File: src/rtl/lmring_rtn.sv
// lmring_rtn -- terminating stage of the LMM ring.
//
// Drains the record stream leaving the last row's lmring_br queue. Read
// records become read-data beats (rd_*), write records become write
// acknowledges (wa_*). It counts ring transactions announced by the
// injector (iss_*) and offers a drain handshake so the AXI front end can
// quiesce the ring before reconfiguration.
//
// Ports
//   ACLK, RSTN                 clock, async active-low reset
//   lmring_bin_nemp/_ful       upstream record valid / backpressure (comb)
//   bin_rw/ty/sq/av/d          record fields (ty is not used here)
//   iss_val/iss_rdy            injector announces one new transaction
//   rd_val/data/sq/err, rd_rdy read beat stream (2-deep queue)
//   wa_val/sq/err, wa_rdy      write ack stream (2-deep queue)
//   drain_req/drain_done       quiesce handshake
//   unexp                      sticky: completion arrived with count 0
//   err_cnt                    unserved-record count
//
// Build option: define LMRTN_ERRCNT_EN to get a saturating 16-bit count of
// accepted records with bin_av==0 on err_cnt; otherwise err_cnt is 0 and
// no counter flops are built.
//
// state    | meaning
// ST_RUN   | normal operation, issues accepted
// ST_DRAIN | drain requested, issues blocked, waiting for ring empty
// ST_DONE  | ring empty, upstream blocked, drain_done high

module lmring_rtn #(
   parameter int DATA_BITS = 256,
   parameter int SQ_BITS   = 16,
   parameter int OUT_BITS  = 8
) (
   input  logic                 ACLK,
   input  logic                 RSTN,
   input  logic                 lmring_bin_nemp,
   output logic                 lmring_bin_ful,
   input  logic                 bin_rw,
   input  logic [2:0]           bin_ty,
   input  logic [SQ_BITS-1:0]   bin_sq,
   input  logic                 bin_av,
   input  logic [DATA_BITS-1:0] bin_d,
   input  logic                 iss_val,
   output logic                 iss_rdy,
   output logic                 rd_val,
   output logic [DATA_BITS-1:0] rd_data,
   output logic [SQ_BITS-1:0]   rd_sq,
   output logic                 rd_err,
   input  logic                 rd_rdy,
   output logic                 wa_val,
   output logic [SQ_BITS-1:0]   wa_sq,
   output logic                 wa_err,
   input  logic                 wa_rdy,
   input  logic                 drain_req,
   output logic                 drain_done,
   output logic                 unexp,
   output logic [15:0]          err_cnt
);

   localparam logic [1:0] ST_RUN   = 2'd0;
   localparam logic [1:0] ST_DRAIN = 2'd1;
   localparam logic [1:0] ST_DONE  = 2'd2;
   localparam logic [OUT_BITS-1:0] CNT_ONE = {{(OUT_BITS-1){1'b0}}, 1'b1};

   logic [1:0]          state_q, state_d;
   logic [OUT_BITS-1:0] cnt_q, cnt_d;
   logic                unexp_q, unexp_d;

   logic [DATA_BITS-1:0] rdq_data_q [2];
   logic [SQ_BITS-1:0]   rdq_sq_q   [2];
   logic [1:0]           rdq_err_q;
   logic                 rdq_wp_q, rdq_wp_d, rdq_rp_q, rdq_rp_d;
   logic [1:0]           rdq_cnt_q, rdq_cnt_d;

   logic [SQ_BITS-1:0]   waq_sq_q   [2];
   logic [1:0]           waq_err_q;
   logic                 waq_wp_q, waq_wp_d, waq_rp_q, waq_rp_d;
   logic [1:0]           waq_cnt_q, waq_cnt_d;

   logic accept, push_rd, push_wa, pop_rd, pop_wa, iss_acc;
   logic unused_ok;

   assign unused_ok = ^bin_ty;

   // Full is taken from the occupancy before any pop this cycle, which keeps
   // rd_rdy/wa_rdy out of the backpressure path.
   assign lmring_bin_ful = (bin_rw ? (waq_cnt_q == 2'd2) : (rdq_cnt_q == 2'd2))
                           || (state_q == ST_DONE);
   assign accept  = lmring_bin_nemp && !lmring_bin_ful;
   assign push_rd = accept && !bin_rw;
   assign push_wa = accept && bin_rw;

   assign rd_val  = (rdq_cnt_q != 2'd0);
   assign wa_val  = (waq_cnt_q != 2'd0);
   assign pop_rd  = rd_val && rd_rdy;
   assign pop_wa  = wa_val && wa_rdy;

   // Payload is gated so that an empty queue presents zeros.
   assign rd_data = rd_val ? rdq_data_q[rdq_rp_q] : '0;
   assign rd_sq   = rd_val ? rdq_sq_q[rdq_rp_q]   : '0;
   assign rd_err  = rd_val && rdq_err_q[rdq_rp_q];
   assign wa_sq   = wa_val ? waq_sq_q[waq_rp_q]   : '0;
   assign wa_err  = wa_val && waq_err_q[waq_rp_q];

   assign iss_rdy    = (state_q == ST_RUN) && (cnt_q != '1);
   assign iss_acc    = iss_val && iss_rdy;
   assign drain_done = (state_q == ST_DONE);
   assign unexp      = unexp_q;

   function automatic logic [1:0] occ_next(input logic [1:0] occ,
                                           input logic push, input logic pop);
      case ({push, pop})
         2'b10:   return occ + 2'd1;
         2'b01:   return occ - 2'd1;
         default: return occ;
      endcase
   endfunction

   always_comb begin
      rdq_cnt_d = occ_next(rdq_cnt_q, push_rd, pop_rd);
      rdq_wp_d  = rdq_wp_q ^ push_rd;
      rdq_rp_d  = rdq_rp_q ^ pop_rd;
      waq_cnt_d = occ_next(waq_cnt_q, push_wa, pop_wa);
      waq_wp_d  = waq_wp_q ^ push_wa;
      waq_rp_d  = waq_rp_q ^ pop_wa;

      cnt_d   = cnt_q;
      unexp_d = unexp_q;
      if (iss_acc && !accept) begin
         cnt_d = cnt_q + CNT_ONE;
      end else if (accept && !iss_acc) begin
         // A completion nobody announced: hold at zero and flag it.
         if (cnt_q == '0) unexp_d = 1'b1;
         else             cnt_d   = cnt_q - CNT_ONE;
      end

      state_d = state_q;
      case (state_q)
         ST_RUN:   if (drain_req) state_d = ST_DRAIN;
         ST_DRAIN: begin
            if (!drain_req)
               state_d = ST_RUN;
            else if ((cnt_q == '0) && (rdq_cnt_q == 2'd0) && (waq_cnt_q == 2'd0))
               state_d = ST_DONE;
         end
         ST_DONE:  if (!drain_req) state_d = ST_RUN;
         default:  state_d = ST_RUN;
      endcase
   end

   always_ff @(posedge ACLK or negedge RSTN) begin
      if (!RSTN) begin
         state_q   <= ST_RUN;
         cnt_q     <= '0;
         unexp_q   <= 1'b0;
         rdq_cnt_q <= 2'd0;
         rdq_wp_q  <= 1'b0;
         rdq_rp_q  <= 1'b0;
         rdq_err_q <= 2'b00;
         waq_cnt_q <= 2'd0;
         waq_wp_q  <= 1'b0;
         waq_rp_q  <= 1'b0;
         waq_err_q <= 2'b00;
      end else begin
         state_q   <= state_d;
         cnt_q     <= cnt_d;
         unexp_q   <= unexp_d;
         rdq_cnt_q <= rdq_cnt_d;
         rdq_wp_q  <= rdq_wp_d;
         rdq_rp_q  <= rdq_rp_d;
         waq_cnt_q <= waq_cnt_d;
         waq_wp_q  <= waq_wp_d;
         waq_rp_q  <= waq_rp_d;
         if (push_rd) rdq_err_q[rdq_wp_q] <= !bin_av;
         if (push_wa) waq_err_q[waq_wp_q] <= !bin_av;
      end
   end

   // Wide payload storage needs no reset: it is only visible while the
   // matching occupancy count is non-zero.
   always_ff @(posedge ACLK) begin
      if (push_rd) begin
         rdq_data_q[rdq_wp_q] <= bin_d;
         rdq_sq_q[rdq_wp_q]   <= bin_sq;
      end
      if (push_wa) waq_sq_q[waq_wp_q] <= bin_sq;
   end

`ifdef LMRTN_ERRCNT_EN
   logic [15:0] err_cnt_q;

   always_ff @(posedge ACLK or negedge RSTN) begin
      if (!RSTN)
         err_cnt_q <= 16'h0000;
      else if (accept && !bin_av && (err_cnt_q != 16'hFFFF))
         err_cnt_q <= err_cnt_q + 16'd1;
   end

   assign err_cnt = err_cnt_q;
`else
   assign err_cnt = 16'h0000;
`endif

endmodule

File: config.mk
export PLATFORM = sky130hd
export DESIGN_NAME = lmring_rtn
export DESIGN_NICKNAME = d
export VERILOG_FILES = /design/src/rtl/lmring_rtn.sv
export SDC_FILE = /design/constraint.sdc
export NUM_CORES = 1
export LEC_CHECK = 0
export ABC_CLOCK_PERIOD_IN_PS = 19100
export CAP_MARGIN = 15
export CORE_AREA = 2 2 231 233
export DETAILED_ROUTE_END_ITERATION = 8
export DIE_AREA = 0 0 233 235
export GPL_TIMING_DRIVEN = 0
export PLACE_DENSITY = 0.73
export REMOVE_ABC_BUFFERS = 1
export SYNTH_ARGS = -nofsm -noshare
export SYNTH_HDL_FRONTEND = slang
export SYNTH_SLANG_ARGS = --single-unit
File: constraint.sdc
create_clock -name ACLK -period 19.1 [get_ports ACLK]
set_input_delay 2.865 -clock ACLK [delete_from_list [all_inputs] [get_ports ACLK]]
set_output_delay 2.865 -clock ACLK [all_outputs]
set_load 0.02 [all_outputs]
== Word level (Yosys, flattened, before mapping) ==
Memory sizes are Yosys's and may differ from the RTL's.
Index checks and enable logic that the tools add are counted.

* Bits in registers: 23
* Memory bits (writable): 576
* Input bits: 284
* Output and inout bits: 312
* Word-level logic and storage cells: 105
* Memories kept: 3

{| class="wikitable"
|+ Memories
! name !! depth !! bits a word !! read ports !! clocked after memory_dff !! wr ports !! RTL line !! RTL
|-
| rdq_data_q || 2 || 256 || 1 || 0 || 1 || 69 || <nowiki>logic [DATA_BITS-1:0] rdq_data_q [2];</nowiki>
|-
| rdq_sq_q || 2 || 16 || 1 || 0 || 1 || 70 || <nowiki>logic [SQ_BITS-1:0] rdq_sq_q [2];</nowiki>
|-
| waq_sq_q || 2 || 16 || 1 || 0 || 1 || 75 || <nowiki>logic [SQ_BITS-1:0] waq_sq_q [2];</nowiki>
|}

* $add $sub $neg: 6
* Magnitude comparators: 6
* Eq/ne operators: 13
* Mux-type cells: 28
* Bitwise logic cells: 5
* Reductions and logical operators: 33

{| class="wikitable"
|+ Operator list
! operator !! count
|-
| 2-to-1 mux 256 bit || 1
|-
| 2-to-1 mux 16 bit || 2
|-
| 2-to-1 mux 8 bit || 3
|-
| logical AND 1 bit || 15
|-
| 2-to-1 mux 1 bit || 11
|-
| == test 2 bit, second input constant || 5
|-
| nonzero test 2 bit || 5
|-
| adder 8 x 1 -> 8 bit, second input constant || 1
|-
| zero test 8 bit || 1
|-
| < comparator 1 x 2 -> 1 bit, second input constant || 4
|-
| 2-to-1 mux 2 bit || 4
|-
| inequality test 8 bit, second input constant || 1
|-
| one-hot mux 2 bit (2 select lines) || 2
|-
| subtractor 8 x 1 -> 8 bit, second input constant || 1
|-
| == test 2 x 1 -> 1 bit, second input constant || 3
|-
| zero test 2 bit || 3
|-
| inequality test 2 bit, second input constant || 3
|-
| one-hot mux 2 bit (3 select lines) || 1
|-
| AND reduction 3 bit || 2
|-
| zero test 1 bit || 5
|-
| adder 2 x 1 -> 2 bit, second input constant || 2
|-
| bitwise mux 2 bit || 2
|-
| subtractor 2 x 1 -> 2 bit, second input constant || 2
|-
| XOR 1 bit || 4
|-
| other kinds (6) || 8
|}

== Depth between registers and ports, before layout ==
* Word-level depth: 9
* Mapped depth: 13

== Least setup slack after synthesis ==
Ideal clock, no wire load.

* Kind: input to register
* Start point: input port bin_rw
* End point: register rdq_err_q[1]
* Setup time: 0.416 ns
* Arrival: 10.220 ns
* Required time: 18.684 ns
* Slack: 8.464 ns
* Stages: 8
* Path buffers: 0
* Cells stage by stage: nand2_1 > nor2_1 > a211oi_1 > and2_1 > inv_2 > nor2_1 > ha_1 > mux2i_1

* Cells in the longest elaborated chain, start to end: 5
* Elaborated cells on any way between the ends: 6
* Classes of those cells: 1 x mux; 5 x reduce/logical

{| class="wikitable"
|+ RTL lines
! item !! RTL line !! RTL
|-
| start, declared || 38 || <nowiki>input logic bin_rw,</nowiki>
|-
| 2-to-1 mux 1 bit || 87 || <nowiki>assign lmring_bin_ful = (bin_rw ? (waq_cnt_q == 2'd2) : (rdq_cnt_q == 2'd2))</nowiki>
|-
| logical OR 1 bit || 88 || <nowiki>|| (state_q == ST_DONE);</nowiki>
|-
| zero test 1 bit || 89 || <nowiki>assign accept = lmring_bin_nemp && !lmring_bin_ful;</nowiki>
|-
| logical AND 1 bit || 89 ||
|-
| logical AND 1 bit * || 90 || <nowiki>assign push_rd = accept && !bin_rw;</nowiki>
|-
| end signal, assigned by index || 174 || <nowiki>if (push_rd) rdq_err_q[rdq_wp_q] <= !bin_av;</nowiki>
|-
| end, declared || 71 || <nowiki>logic [1:0] rdq_err_q;</nowiki>
|}

Mark *: on every way between the ends. The rest lies on a longest branch, timed or not.
A chain may end at the register's enable or synchronous reset.

== Worst setup path in the final report ==
* Start point: input port bin_rw
* End point: output port lmring_bin_ful

* Cells in the longest elaborated chain, start to end: 2

{| class="wikitable"
|+ RTL lines
! item !! RTL line !! RTL
|-
| 2-to-1 mux 1 bit || 87 ||
|-
| logical OR 1 bit || 88 ||
|-
| end, declared || 37 || <nowiki>output logic lmring_bin_ful,</nowiki>
|}

Every way passes these cells.

==> flow_summary_export.csv <==
group,metric,value,unit
run_status,status,"completed",
clocking,max-clock-path-buffers,3,
hold_path,min_to,"unexp",
clocking,hold_buffers,0,
clocking,numCtsBuffers,60,
clocking,cts_tree,"yes",
floorplan,ios,596,
power,switching_power,1.773,mW
synthesis,syn-mean-instance-area,16.83,um2
timing,hold_viol,0,
worst_setup_path,crit_family,"buffers and inverters",
power,seqPwrFrac,33.5,%
floorplan,die_area,54760,um2
power,p_leak,11.78,nW
drt,drt-pass1-iter-count,5,
clocking,ctsResizeCount,0,
worst_setup_path,startpoint_type,"input pin",
placed_design,io_buffers,576,
synthesis,yosysWarnings,0,
power,swShare,34.58,%
synthesis,synth_fa_ha_area_share,0.8479,%
drt,viasPerCell,4.930,
timing,finalCritPeriodShare,38.47,%
worst_setup_path,cp_common_cell,"clkdlybuf4s50_1",
synthesis,synthSimpleGateAreaFrac,5.517,%
hold_path,hold_depth,1,
floorplan,die_y,235,um
cells_and_area,post-route-util,61.36,%
floorplan,core,52240,um2
drt,vias,13360,
cells_and_area,num-nets-final,2264,
worst_setup_path,crit_required,16.23,ns
timing,slew_headroom,30.07,%
worst_setup_path,r2r_slack,15.89,ns
synthesis,synth-compound-area-share,0.7066,%
timing,period_needed,7.347,ns
timing,rsz0062_at_grt,"no",
timing,tightest_slew,1.049,ns
synthesis,yosysSeqAreaShare,77.64,%
placed_design,placed_cell_area,29950,um2
floorplan,die_w,233,um
worst_setup_path,cp_max_fo,5,
synthesis,synthTopCellsByArea,"edfxtp_1 75%, mux2i_1 13%, nor2_1 4.9%",
worst_setup_path,cpMaxStageDelayCell,"clkdlybuf4s50_1",
floorplan,initial_core_util,44.07,%
clocking,clock_latency,0.61,ns
timing,finClkSkew,0.01705,ns
drt,wl_per_cell,20.52,um
placed_design,gp_congestion,0.8083,
cells_and_area,fin_cells,2710,
synthesis,synth_xor_area_share,0.5707,%
grt,grt_max_degree,57,
power,power_frac_comb,42.8,%
worst_setup_path,crit_type,"input pin to output port",
worst_setup_path,reg2regPathDepth,9,
grt,grt_first_pass_wirelength,82140,um
cells_and_area,filler_cell_count,3812,
worst_setup_path,path_cells,"clkdlybuf4s50_1 -> nor2_1 -> a211oi_1 -> inv_1 -> clkdlybuf4s50_1",
synthesis,synth_top_family_by_area,"multiplexers",
power,cell_internal_pwr,3.354,mW
hold_path,hold_path.class,"register to register",
clocking,htree_levels,2,
clocking,clkSinkCount,599,
power,p_clk_share,23.7,%
clocking,cts_setup_buffers,0,
timing,setup_viol,0,
cells_and_area,final_area,32050,um2
grt,grt_pass1_vias,13850,
synthesis,yosysTopAreaCellShare,75.14,%
hold_path,hold_start,"unexp",
worst_setup_path,slowest_delay,0.58,ns
timing,drv_slew,0,
drt,drtAntennaViolNets,0,
worst_setup_path,critPathCaptureType,"output port",
synthesis,ys_ff_latch,599,
synthesis,yosys.area.top_type,"edfxtp_1",
clocking,root_buffer,"clkbuf_16",
synthesis,synth_cell_type_count,37,
floorplan,num_rows,84,
worst_setup_path,arrival,4.48,ns
placed_design,placed_cells,2590,
synthesis,synth_mux_area_share,12.75,%
synthesis,synthCells,1368,
worst_setup_path,crit_buf_inv,3,
power,ir_drop,0.1224,mV
drt,drc_errors,0,
cells_and_area,drive_above_1_share,6.303,%
drt,wirelength,55610,um
drt,drtIter0Drc,528,
power,p_per_area,160.0,nW/um2
timing,max_freq,136.1,MHz
grt,grt_overflow,0,
worst_setup_path,worstReg2RegEnd,"rdq_data_q[1][162]",
run,drv_cap,0,
grt,grt_usage,19.77,%
grt,antenna_found_initial,13,
cells_and_area,area_growth,39.23,%
placed_design,hpwl,38100,um
clocking,clk_pin_slew,0.06,ns
worst_setup_path,rr_startpoint,"rdq_cnt_q[0]",
placed_design,dp_slack,11.73,ns
synthesis,synth_area,23020,um2
timing,worst_slack,11.75,ns
==> synth_stat cells <==
cell,number
a21o_4,1
and3_1,1
nand4_1,4
conb_1,1
and3b_1,1
o21bai_1,1
or4_1,3
edfxtp_1,576
nor2b_1,2
ha_1,14
mux2i_1,292
o21ai_0,2
o21a_1,1
a31oi_1,1
nor2_1,301
a31o_1,1
a21oi_1,6
o21ai_1,5
fa_1,1
and2_1,2
a211oi_1,2
clkbuf_1,32
a21o_1,5
buf_1,3
nor2_2,1
xnor2_1,8
inv_2,3
nand2_1,8
inv_1,10
dfrtp_1,23
nand3_1,1
nand2b_1,1
buf_2,30
nor3_1,1
buf_4,16
xor2_1,7
mux2_1,1
==> cells by family (layout without fill, tap and decap cells) <==
family / count (synthesis) / after routing
other: 1 / 23
AND/OR/NAND/NOR: 326 / 326
multiplexers: 293 / 293
adder cells (fa/ha/maj): 15 / 15
XOR/XNOR: 15 / 15
AO/OA/AOI/OAI: 25 / 25
flip-flops: 599 / 599
buffers and inverters: 94 / 726
==> metrics by stage <==
step | hold WS [ns] | TNS, ns | power (mW)
4_1_cts | 0.4754 | 0 | 5.190
2_1_floorplan | 0.4594 | 0 | 3.225
6_report | 0.4713 | 0 | 5.127
5_1_grt | 0.5006 | 0 | 5.355
3_3_place_gp | 0.4481 | -16.88 | 4.482
3_5_place_dp | 0.4534 | 0 | 3.953
==> worst max-delay path by stage <==
stage / from / depth (start not counted) / end / slack (ns)
after global routing: bin_rw / 6 / lmring_bin_ful / 11.65
after detailed placement: bin_rw / 5 / lmring_bin_ful / 11.73
final: bin_rw / 5 / lmring_bin_ful / 11.75
after CTS: bin_rw / 5 / lmring_bin_ful / 11.73
after floorplan: rdq_cnt_q[0] / 2 / rd_data[0] / 6.12
after global placement: rdq_cnt_q[0] / 3 / rd_data[228] / -1.61
==> area by class of cell <==
class | instances | area (um2) | share of cell area (%)
well taps | 688 | 860.8 | 2.686
repair buffers | 601 | 6399 | 19.96
inverters | 13 | 48.80 | 0.1523
clock buffers | 69 | 1556 | 4.857
multi-input cells | 690 | 4788 | 14.94
flip-flops and latches | 599 | 17880 | 55.78
clock inverters | 43 | 503.0 | 1.569
diodes | 7 | 17.52 | 0.05466
==> layer usage <==
| metal | track usage, % | routed length (um) |
|---|---|---|
| met1 | 21.69 | 19950 |
| met2 | 34.57 | 28920 |
| met3 | 7.403 | 5054 |
| met4 | 7.547 | 1595 |
| met5 | 0 | 80 |
==> sequential cells by signal (all words and copies together) (netlist names) <==
register    cells
rdq_err_q       2
rdq_cnt_q       2
waq_cnt_q       2
rdq_wp_q        1
waq_sq_q       32
waq_wp_q        1
cnt_q           8
rdq_data_q    512
unexp           1
waq_rp_q        1
waq_err_q       2
state_q         2
rdq_sq_q       32
rdq_rp_q        1
==> power by group through the flow <==
| stage | logic [mW] | clock network (mW) | registers (mW) |
|---|---|---|---|
| 6_report | 2.19 | 1.22 | 1.72 |
| 5_1_grt | 2.32 | 1.30 | 1.73 |
| 4_1_cts | 2.22 | 1.25 | 1.72 |
| 3_5_place_dp | 2.21 | 0 | 1.74 |
| 3_3_place_gp | 2.53 | 0 | 1.95 |
| 2_1_floorplan | 1.36 | 0 | 1.87 |
==> layout by cell type, fill, tap and decap left out, types with 2 or more instances in the layout <==
cell type / count
xor2_1: 7
clkinv_2: 11
clkinvlp_4: 5
a21oi_1: 6
inv_1: 10
buf_16: 17
nand2_1: 8
nor2_2: 2
ha_4: 2
dfrtp_1: 22
bufinv_16: 11
o21ai_0: 2
clkbuf_1: 8
clkinv_4: 4
inv_2: 3
xnor2_1: 8
nor2b_1: 2
clkdlybuf4s50_1: 576
nand4_1: 4
mux2i_1: 292
o21ai_1: 5
or4_1: 3
diode_2: 7
clkbuf_16: 62
a21o_1: 5
nor2_1: 299
clkinv_1: 12
a211oi_1: 2
edfxtp_1: 576
conb_1: 16
buf_12: 7
ha_1: 12
and2_1: 2
Note: power is estimated with default switching activity, not from simulation.
